===== src/rtl/register_rollback_sequencer_pkg.sv =====
// Shared types and constants for the register rollback sequencer.
`ifndef DATA_WIDTH
`define DATA_WIDTH 32
`endif

package register_rollback_sequencer_pkg;

  localparam int REG_ADDR_WIDTH = 5;

  typedef logic [REG_ADDR_WIDTH-1:0] reg_addr_t;

  // r0 is hardwired to zero and is never tracked as dirty.
  localparam reg_addr_t REG_ZERO = '0;

  typedef enum logic [1:0] {
    IDLE,
    ARMED,
    RESTORE,
    DONE
  } rollback_state_t;

endpackage


===== src/rtl/register_rollback_sequencer_lowest_set_index.sv =====
// Priority encoder: reports the lowest set bit of a mask and whether any bit is set.
module lowest_set_index #(
  parameter int WIDTH = 32,
  parameter int IDX_W = 5
) (
  input  logic [WIDTH-1:0] mask,
  output logic [IDX_W-1:0] index,
  output logic             any_set
);

  // Scan from the top down so the lowest set bit is the last one assigned.
  always_comb begin
    // NOTE: defaults first so every path assigns every output; otherwise a latch is inferred.
    index   = '0;
    any_set = 1'b0;
    for (int i = WIDTH - 1; i >= 0; i--) begin
      if (mask[i]) begin
        index   = IDX_W'(i);
        any_set = 1'b1;
      end
    end
  end

endmodule


===== src/rtl/register_rollback_sequencer.sv =====
// Rollback sequencer: tracks registers written after a snapshot and, on a
// misprediction, writes the snapshot values of just those registers back to
// the register file, one per cycle, lowest index first.
module register_rollback_sequencer
  import register_rollback_sequencer_pkg::*;
#(
  parameter int DATA_WIDTH = `DATA_WIDTH,
  parameter int NUM_REGS   = 32,
  parameter int ADDR_WIDTH = 5
) (
  input  logic                                 clk,
  input  logic                                 rst,
  input  logic                                 snapshot_taken,
  input  logic [NUM_REGS-1:0][DATA_WIDTH-1:0]  regs_snapshot,
  input  logic                                 wb_valid,
  input  logic [ADDR_WIDTH-1:0]                wb_addr,
  input  logic                                 restore_req,
  input  logic                                 resolve_ok,
  output logic                                 rf_we,
  output logic [ADDR_WIDTH-1:0]                rf_waddr,
  output logic [DATA_WIDTH-1:0]                rf_wdata,
  output logic                                 stall_pipeline,
  output logic                                 restore_done,
  output logic                                 restore_err,
  output logic                                 busy
);

  rollback_state_t       state;
  logic [NUM_REGS-1:0]   dirty;
  logic [NUM_REGS-1:0]   wb_bit;
  logic [NUM_REGS-1:0]   tracked;
  logic [NUM_REGS-1:0]   restore_mask;
  logic [NUM_REGS-1:0]   remaining;
  logic [ADDR_WIDTH-1:0] next_idx;
  logic [ADDR_WIDTH-1:0] unused_rest_idx;
  logic                  next_any;
  logic                  rest_any;
  logic                  more_pending;

  // One-hot of this cycle's writeback destination; r0 writes are never tracked.
  always_comb begin
    wb_bit = '0;
    if (wb_valid && (wb_addr != ADDR_WIDTH'(REG_ZERO))) begin
      wb_bit[wb_addr] = 1'b1;
    end
  end

  // A snapshot in the same cycle as a writeback keeps only that post-snapshot write.
  assign tracked = snapshot_taken ? wb_bit : (dirty | wb_bit);

  // When a restore is accepted, the same-cycle writeback joins the rollback set.
  assign restore_mask = (state == ARMED) ? (dirty | wb_bit) : dirty;

  // Mask left over once the selected register has been written.
  always_comb begin
    remaining           = restore_mask;
    remaining[next_idx] = 1'b0;
  end

  // Next register to restore.
  lowest_set_index #(
    .WIDTH (NUM_REGS),
    .IDX_W (ADDR_WIDTH)
  ) u_next_dirty (
    .mask    (restore_mask),
    .index   (next_idx),
    .any_set (next_any)
  );

  // Whether the write being issued is the last one.
  lowest_set_index #(
    .WIDTH (NUM_REGS),
    .IDX_W (ADDR_WIDTH)
  ) u_last_write (
    .mask    (remaining),
    .index   (unused_rest_idx),
    .any_set (rest_any)
  );

  assign stall_pipeline = ((state == ARMED) && restore_req) ||
                          (state == RESTORE) || (state == DONE);
  assign busy           = (state == RESTORE) || (state == DONE);

  // Checkpoint FSM with dirty tracking and registered rollback outputs.
  always_ff @(posedge clk or posedge rst) begin
    if (rst) begin
      // NOTE: the dirty mask is real control state, so it is reset along with the FSM.
      state        <= IDLE;
      dirty        <= '0;
      more_pending <= 1'b0;
      rf_we        <= 1'b0;
      rf_waddr     <= '0;
      rf_wdata     <= '0;
      restore_done <= 1'b0;
      restore_err  <= 1'b0;
    end else begin
      // NOTE: non-blocking assignments so every register samples pre-edge values.
      rf_we        <= 1'b0;
      restore_done <= 1'b0;
      restore_err  <= 1'b0;
      unique case (state)
        IDLE: begin
          dirty       <= tracked;
          restore_err <= restore_req;
          if (snapshot_taken) begin
            state <= ARMED;
          end
        end
        ARMED: begin
          if (restore_req) begin
            if (next_any) begin
              rf_we        <= 1'b1;
              rf_waddr     <= next_idx;
              rf_wdata     <= regs_snapshot[next_idx];
              dirty        <= remaining;
              more_pending <= rest_any;
              state        <= RESTORE;
            end else begin
              restore_done <= 1'b1;
              state        <= DONE;
            end
          end else begin
            dirty <= tracked;
            if (!snapshot_taken && resolve_ok) begin
              state <= IDLE;
            end
          end
        end
        RESTORE: begin
          if (more_pending) begin
            rf_we        <= 1'b1;
            rf_waddr     <= next_idx;
            rf_wdata     <= regs_snapshot[next_idx];
            dirty        <= remaining;
            more_pending <= rest_any;
          end else begin
            restore_done <= 1'b1;
            state        <= DONE;
          end
        end
        DONE: begin
          state <= IDLE;
        end
      endcase
    end
  end

endmodule

===== config.mk =====
export PLATFORM = sky130hd
export DESIGN_NAME = register_rollback_sequencer
export DESIGN_NICKNAME = d
export VERILOG_FILES = /design/src/rtl/register_rollback_sequencer_pkg.sv /design/src/rtl/register_rollback_sequencer_lowest_set_index.sv /design/src/rtl/register_rollback_sequencer.sv
export SDC_FILE = /design/constraint.sdc
export NUM_CORES = 1
export LEC_CHECK = 0
export ABC_CLOCK_PERIOD_IN_PS = 3250
export CAP_MARGIN = 40
export CORE_AREA = 2 2 423 425
export DETAILED_ROUTE_END_ITERATION = 10
export DIE_AREA = 0 0 425 427
export HOLD_SLACK_MARGIN = 0.08
export PLACE_DENSITY = 0.35
export SLEW_MARGIN = 20
export SYNTH_ARGS = -nofsm -noshare
export SYNTH_HDL_FRONTEND = slang
export SYNTH_SLANG_ARGS = --single-unit

===== constraint.sdc =====
create_clock -name clk -period 3.25 [get_ports clk]
set_input_delay 0.65 -clock clk [delete_from_list [all_inputs] [get_ports clk]]
set_output_delay 0.65 -clock clk [all_outputs]
set_load 0.05 [all_outputs]

==> out/summary.log <==
[run_status] run status complete, but fails checks
[run_status] violations in the final reports setup timing
[final_layout] final net count 4455
[clock_network] maximum level of the CTS H-tree 3
[synth] Synth Area in XOR/XNOR 0.06857%
[worst_setup_path] r2r worst-path depth 19
[sta] fin crit share 126.5%
[synth] ranking of synthesized cells by instance count sky130_fd_sc_hd__nand2_1 (334), sky130_fd_sc_hd__mux2i_1 (310), sky130_fd_sc_hd__o22ai_1 (172)
[synth] Seq/Total Area, Yosys 14.69%
[job] max capacitance violation total 0
[final_layout] share of post-route cells with drive strength above 1 34.18%
[floorplan] effective utilization at floorplan 7.206%
[clock_network] Clock Sinks 75
[place] Place WS -2.236 ns
[synth] post-synth top area share 24.29%
[synth] leading cell types by total area after synthesis sky130_fd_sc_hd__mux2i_1 (24%), sky130_fd_sc_hd__dfrtp_1 (15%), sky130_fd_sc_hd__nand2_1 (9.8%)
[hold_path] hold crit path type reg -> reg
[synth] combinational family with the most area after synthesis compound AO/OA/AOI/OAI gates
[final_layout] area added between synthesis and finish 191.3%
[sta] setup slack of the critical path after layout -0.8622 ns
[global_routing] GRT Overall Usage 20.16%
[power_and_ir_drop] Lkg Pwr 14.47 nW
[floorplan] io pins 1077
[floorplan] die height 427 um
[synth] post-synthesis instance area 12770 um^2
[clock_network] CTS tree built
[final_layout] filler cell count 19.80k
[synth] proportion of synthesized flip-flops having asynchronous set or reset 100.0%
[synth] mean post-synth cell area 7.104 um^2
[floorplan] Die Area 181500 um^2
[routing] post-route ant nets 0
[worst_setup_path] WS Path Type reg -> reg
[global_routing] initial antenna violation count 61
[final_layout] multi-input combinational cell area 13810 um^2
[sta] post-layout minimum cycle time 4.112 ns
[routing] violation count after the first detailed-route iteration 1686
[sta] unrepaired setup endpoints after global routing true
[synth] cell count after synthesis 1798
[sta] transition time at the pin with the least slew margin 0.8619 ns
[floorplan] Core ar. 177300 um^2
[routing] DRC errors left 0
[final_layout] Register Area 1877 um^2
[synth] flop and latch count out of synthesis 75
[synth] cell accounting for the most synthesized area sky130_fd_sc_hd__mux2i_1
[clock_network] hold buffer count at cts 0
[synth] area share of fa/ha/maj cells after synthesis 0.4898%
[sta] number of endpoints failing setup at the final stage 56
[synth] area share of and/or/nand/nor cells after synthesis 23.16%
[synth] mux cell area share after synthesis 24.56%
[worst_setup_path] maximum fanout encountered on the critical timing path 6
[clock_network] clock transition time at the flip-flop clock pins of the worst setup and hold paths 0.09 ns
[power_and_ir_drop] maximum vdd drop 0.7573 mV
[routing] routed vias 22.93k
[synth] Syn Nets 2838
[routing] post-DR vias/cell 3.961
[worst_setup_path] capturing element type of the critical path register
[hold_path] Hold Path Stages 2
[sta] Slew HR 42.33%
[worst_setup_path] R2R setup slack -0.86 ns
[floorplan] total number of placement rows 155
[synth] count leader, synth sky130_fd_sc_hd__nand2_1
[synth] number of warnings issued by yosys 0
[sta] final number of hold-violating endpoints 0
[synth] number of enable flip-flop cells after synthesis 0
[global_routing] aggregate global routing overflow 0
[synth] Synth cell types 79
[final_layout] post-layout instance count excluding filler cells 5790
[worst_setup_path] worst path required time 3.57 ns
[power_and_ir_drop] power density of the placed cells 1444 nW/um^2
[place] count of input and output buffers 1076
[place] number of placed cells counting well taps 5658
[sta] final worst clock skew 0.02814 ns
[hold_path] destination of the worst hold path rf_waddr[3]
[routing] final WL 195500 um
[floorplan] DIE WIDTH 425 um
[global_routing] wire length of the first global-routing pass 238000 um
[global_routing] vias in the first global route 22.96k
[place] HPWL after DPL 166100 um
[worst_setup_path] critical register-to-register path endpoint rf_wdata[23]
[hold_path] startpoint of the lowest-slack hold path rf_waddr[3]
[place] routability-driven placement congestion ratio 0.9217
[routing] number of detailed-route iterations in the first pass 5
[clock_network] Max Root-Sink Buffers 2
[worst_setup_path] Critical Path AT 4.43 ns
[synth] fraction of the mapped netlist area in compound gates 30.28%
[clock_network] Inserted Clock Buffers 9
[worst_setup_path] nature of the critical path startpoint register
[routing] wire per inst 33.77 um
[clock_network] Clock Latency Late Sink 0.45 ns
[global_routing] largest net degree at the start of global routing 48
[synth] most common flop cell mapped by yosys sky130_fd_sc_hd__dfrtp_1
[clock_network] CTS Root Buffer Type sky130_fd_sc_hd__clkbuf_16
[sta] max-slew violations 0
[sta] Max Clk Rate 243.2 MHz
[power_and_ir_drop] total power draw 53.72 mW
-- where the power goes --
part,total [mW],switching [mW],leakage (nW),internal [mW]
clock network,1.31,0.687,0.157,0.620
logic,50.8,27.2,13.4,23.6
registers,1.57,0.302,0.934,1.27
-- cell families (layout without fill, tap and decap cells) --
group | Yosys count | after routing
flip-flops | 75 | 75
buffers and inverters | 182 | 1804
XOR/XNOR | 1 | 1
multiplexers | 312 | 312
AO/OA/AOI/OAI | 590 | 590
other | 0 | 15
adder cells (fa/ha/maj) | 5 | 5
AND/OR/NAND/NOR | 633 | 633
-- cell type report --
type | instances | share of cell area [%]
Clock buffer | 9 | 0.6052
Clock inverter | 7 | 0.2555
Multi-Input combinational cell | 1541 | 37.10
Sequential cell | 75 | 5.044
Tap cell | 2355 | 7.918
Timing Repair Buffer | 1778 | 48.87
Antenna cell | 15 | 0.1009
Inverter | 10 | 0.1076
-- metal layers --
metal / GRT usage (%) / vias to the layer above / routed length, um
met5: 0 / - / 161
met4: 4.084 / 26 / 4258
met3: 3.369 / 179 / 11150
met2: 37.36 / 914 / 103200
met1: 24.16 / 11570 / 76730
li1: - / 10240 / -
-- worst max path at each step --
stage	slack (ns)	startpoint	to	cells after the start
after CTS	-0.86	state[0]	rf_wdata[20]	18
after global routing	-0.95	register	rf_wdata[5]	18
final	-0.86	register	rf_wdata[23]	19
after floorplan	-0.001	wb_valid	rf_wdata[3]	15
after global placement	-2.35	wb_addr[3]	rf_wdata[15]	16
after detailed placement	-2.24	wb_addr[2]	rf_wdata[28]	16
-- metrics by stage --
step / TNS (ns) / area (um^2) / hold slack (ns) / utilization, %
after floorplan: -0.002003 / 12920 / 0.4887 / -
after global placement: -97.78 / 31170 / 0.4676 / 17.58
after detailed placement: -89.98 / 31240 / 0.4726 / 17.62
after CTS: -27.70 / 34740 / 0.4928 / 19.60
after global routing: -35.12 / 37190 / 0.5256 / 20.98
final: -27.98 / 37210 / 0.4858 / 20.99
-- flip-flops by register name, summed over array words and instances, names as in the netlist, named ones only --
name	count
rf_waddr	5
dirty	32
restore_done	1
rf_we	1
rf_wdata	32
restore_err	1
more_pending	1
state	1
-- critical path, stage by stage, from the launching register on --
cell and delay (ns):
sky130_fd_sc_hd__dfrtp_1 0.39, sky130_fd_sc_hd__inv_2 0.08, sky130_fd_sc_hd__ha_4 0.18, sky130_fd_sc_hd__buf_12 0.13, sky130_fd_sc_hd__and3b_2 0.28, sky130_fd_sc_hd__buf_6 0.14
sky130_fd_sc_hd__a21o_1 0.16, sky130_fd_sc_hd__o21ai_1 0.08, sky130_fd_sc_hd__nand4b_1 0.23, sky130_fd_sc_hd__or4_4 0.52, sky130_fd_sc_hd__and2_4 0.19, sky130_fd_sc_hd__buf_12 0.15
sky130_fd_sc_hd__buf_12 0.13, sky130_fd_sc_hd__buf_16 0.15, sky130_fd_sc_hd__mux2i_4 0.21, sky130_fd_sc_hd__buf_8 0.19, sky130_fd_sc_hd__o22ai_4 0.08, sky130_fd_sc_hd__nor4_4 0.37
sky130_fd_sc_hd__buf_4 0.22, sky130_fd_sc_hd__a31oi_1 0.08
-- what timing repair did --
item,in CTS,in global routing
pin swaps,72,140
buffers inserted,57,61
endpoints found under the setup margin,66,68
gates resized for setup,464,360
cloned,12,13
-- placed cells by master, fill, tap and decap left out, drive strengths merged, types with 37 or more instances in the layout --
| cell | netlist | routed |
|---|---|---|
| a21oi | 159 | 159 |
| nand2 | 334 | 334 |
| nor3 | 37 | 37 |
| mux2i | 310 | 310 |
| o21ai | 40 | 40 |
| nor4 | 71 | 71 |
| o22ai | 172 | 172 |
| buf | 86 | 696 |
| dfrtp | 75 | 75 |
| a31oi | 40 | 40 |
| a221oi | 58 | 58 |
| nor2 | 82 | 82 |
| clkdlybuf4s50 | 0 | 1059 |
(Power assumes the default switching activity.)
==> patch: new RTL, same flow settings <==
The parameter `ADDR_WIDTH` goes from 5 to 7.
--- a/src/rtl/register_rollback_sequencer.sv
+++ b/src/rtl/register_rollback_sequencer.sv
@@ -8,3 +8,3 @@
   parameter int NUM_REGS   = 32,
-  parameter int ADDR_WIDTH = 5
+  parameter int ADDR_WIDTH = 7
 ) (
Ports: changed (resized rf_waddr and wb_addr); port bits go from 1077 to 1081. The function was not compared with the original's and may differ.
==> patch against the original RTL <==
- die area is the same
- non-clock buffer count grew 118
- power shrank 26%
- synthesized area shrank 1.5%
- maximum frequency shrank 11%
- setup slack lost 0.51 ns
- cell area grew 2.7%
- sequential cell count is the same
- routed wire length grew 17%
- largest power group unchanged
- critical path type unchanged
- sequential share of layout area shrank 0.13 points
- the flow still finishes with violations (setup timing)
==> patch: results (changes against the original RTL) <==
Slowest stage delay, CP -> 0.60 ns (was 0.52 ns)
Critical path's slowest cell -> nor4_4 (was or4_4)
Async S/R FF share, synth -> 100% (unchanged)
Largest net degree at the start of global routing -> 30 (was 48)
Setup-failing EPs final -> 66 (was 56)
Top cells by area, synth -> dfrtp_1 (15%), nand2_1 (12%), a21oi_1 (10%) (was mux2i_1 (24%), dfrtp_1 (15%), nand2_1 (9.8%))
Fin worst setup slack -> -1.37 ns (was -0.862 ns)
First-pass GRT wire length -> 279000 um (was 238000 um)
Initial antenna violation count -> 175 (was 61)
Post-synthesis cell count -> 1843 (was 1798)
Top cells by count, synth -> nand2_1 (387), a21oi_1 (253), mux2i_1 (116) (was nand2_1 (334), mux2i_1 (310), o22ai_1 (172))
Vias in the first global route -> 24982 (was 22960)
Register area share after synthesis -> 14.9% (was 14.7%)
Total global-route track usage -> 23.9% (was 20.2%)
Placed Instance Area -> 31400 sq um (was 31200 sq um)
Iter 0 DRT Violations -> 2458 (was 1686)
Pint -> 18.7 mW (was 25.5 mW)
CP arrival -> 4.96 ns (was 4.43 ns)
FF-to-FF End -> rf_wdata[15]$_DFFE_PP0P_ (was rf_wdata[23]$_DFFE_PP0P_)
Failing checks -> setup timing (unchanged)
Dpl hpwl -> 195000 um (was 166000 um)
Maximum vdd drop -> 0.000546 V (was 0.000757 V)
TritonRoute pass-1 iters -> 6 (was 5)
Tightest Pin Transition -> 0.983 ns (was 0.862 ns)
RD Place Congestion -> 0.963 (was 0.922)
Avg WL per Cell -> 38.0 um (was 33.8 um)
Final setup TNS -> -49.23 ns (was -27.98 ns)
Num CTS Buffers -> 9 (unchanged)
Crit Path Max Fanout -> 7 (was 6)
Place WS -> -2.85 ns (was -2.24 ns)
Placed cell count -> 5724 (was 5658)
Netlist cell types -> 89 (was 79)
Share of layout cells above drive strength 1 -> 36.2% (was 34.2%)
Outcome -> complete, but fails checks (unchanged)
Maximum clock path buffer count -> 2 (unchanged)
HP Class -> reg2reg (unchanged)
PortBufs -> 1078 (was 1076)
Final nets -> 4617 (was 4455)
Vias per cell -> 4.25 (was 3.96)
Leak -> 14.3 nW (was 14.5 nW)
Non-Filler Instances -> 6002 (was 5790)
Clock skew -> 0.0289 ns (was 0.0281 ns)
patch: worst min-delay path by stage:
stage	startpoint	to	slack, ns	cells past startpoint
after detailed placement	rf_waddr[3]$_DFFE_PP0P_	rf_waddr[3]$_DFFE_PP0P_	0.48	2
after global placement	rf_waddr[1]$_DFFE_PP0P_	rf_waddr[1]$_DFFE_PP0P_	0.47	2
after floorplan	dirty[22]$_DFFE_PP0P_	dirty[22]$_DFFE_PP0P_	0.47	2
after global routing	rf_wdata[28]$_DFFE_PP0P_	rf_wdata[28]$_DFFE_PP0P_	0.52	1
after CTS	rf_waddr[1]$_DFFE_PP0P_	rf_waddr[1]$_DFFE_PP0P_	0.50	2
final	rf_waddr[1]$_DFFE_PP0P_	rf_waddr[1]$_DFFE_PP0P_	0.49	2
patch: repair_timing:
| item | in CTS | in global routing |
|---|---|---|
| pin swaps | 136 | 122 |
| hold buffers | 0 | 0 |
| setup buffers | 158 | 61 |
| gates cloned | 14 | 4 |
| setup endpoints to repair | 73 | 70 |
| resized for setup | 691 | 222 |
patch: power by group through the flow:
stage	registers, mW	clock network (mW)	logic [mW]
floorplan	2.28	0	9.85
detailed placement	1.57	0	26.6
CTS	1.57	1.38	34.4
global route	1.60	1.38	38.1
finish	1.58	1.32	36.8
global placement	1.57	0	26.6
patch: logic make-up after synthesis:
kind of cell	synth area share, %
compound gates	44.2
simple gates	24.2
buf+inv	6.86
mux	9.23
flops	14.9
fa+ha+maj	0.497
other cells	0.0298
patch: cell type report:
type,count,area [sq um]
tap,2355,2950
sequential,75,1880
multi-input combinational,1578,13400
timing repair buffer,1896,19400
inverter,15,62.6
clock buffer,9,225
clock inverter,7,83.8
antenna,67,168
fill,19770,139000
patch: per-layer routing:
layer / track usage [%] / vias up / part of all wire, %
li1: - / 10766 / -
met1: 29.2 / 12815 / 40
met2: 37.8 / 1451 / 46
met3: 7.29 / 386 / 9.0
met4: 11.7 / 86 / 4.8
met5: 0 / - / 0.25
patch: worst min-delay path: stages (launching register included):
cell and delay [ns]:
dfrtp_1 0.36, nand2_1 0.06, o21ai_2 0.05
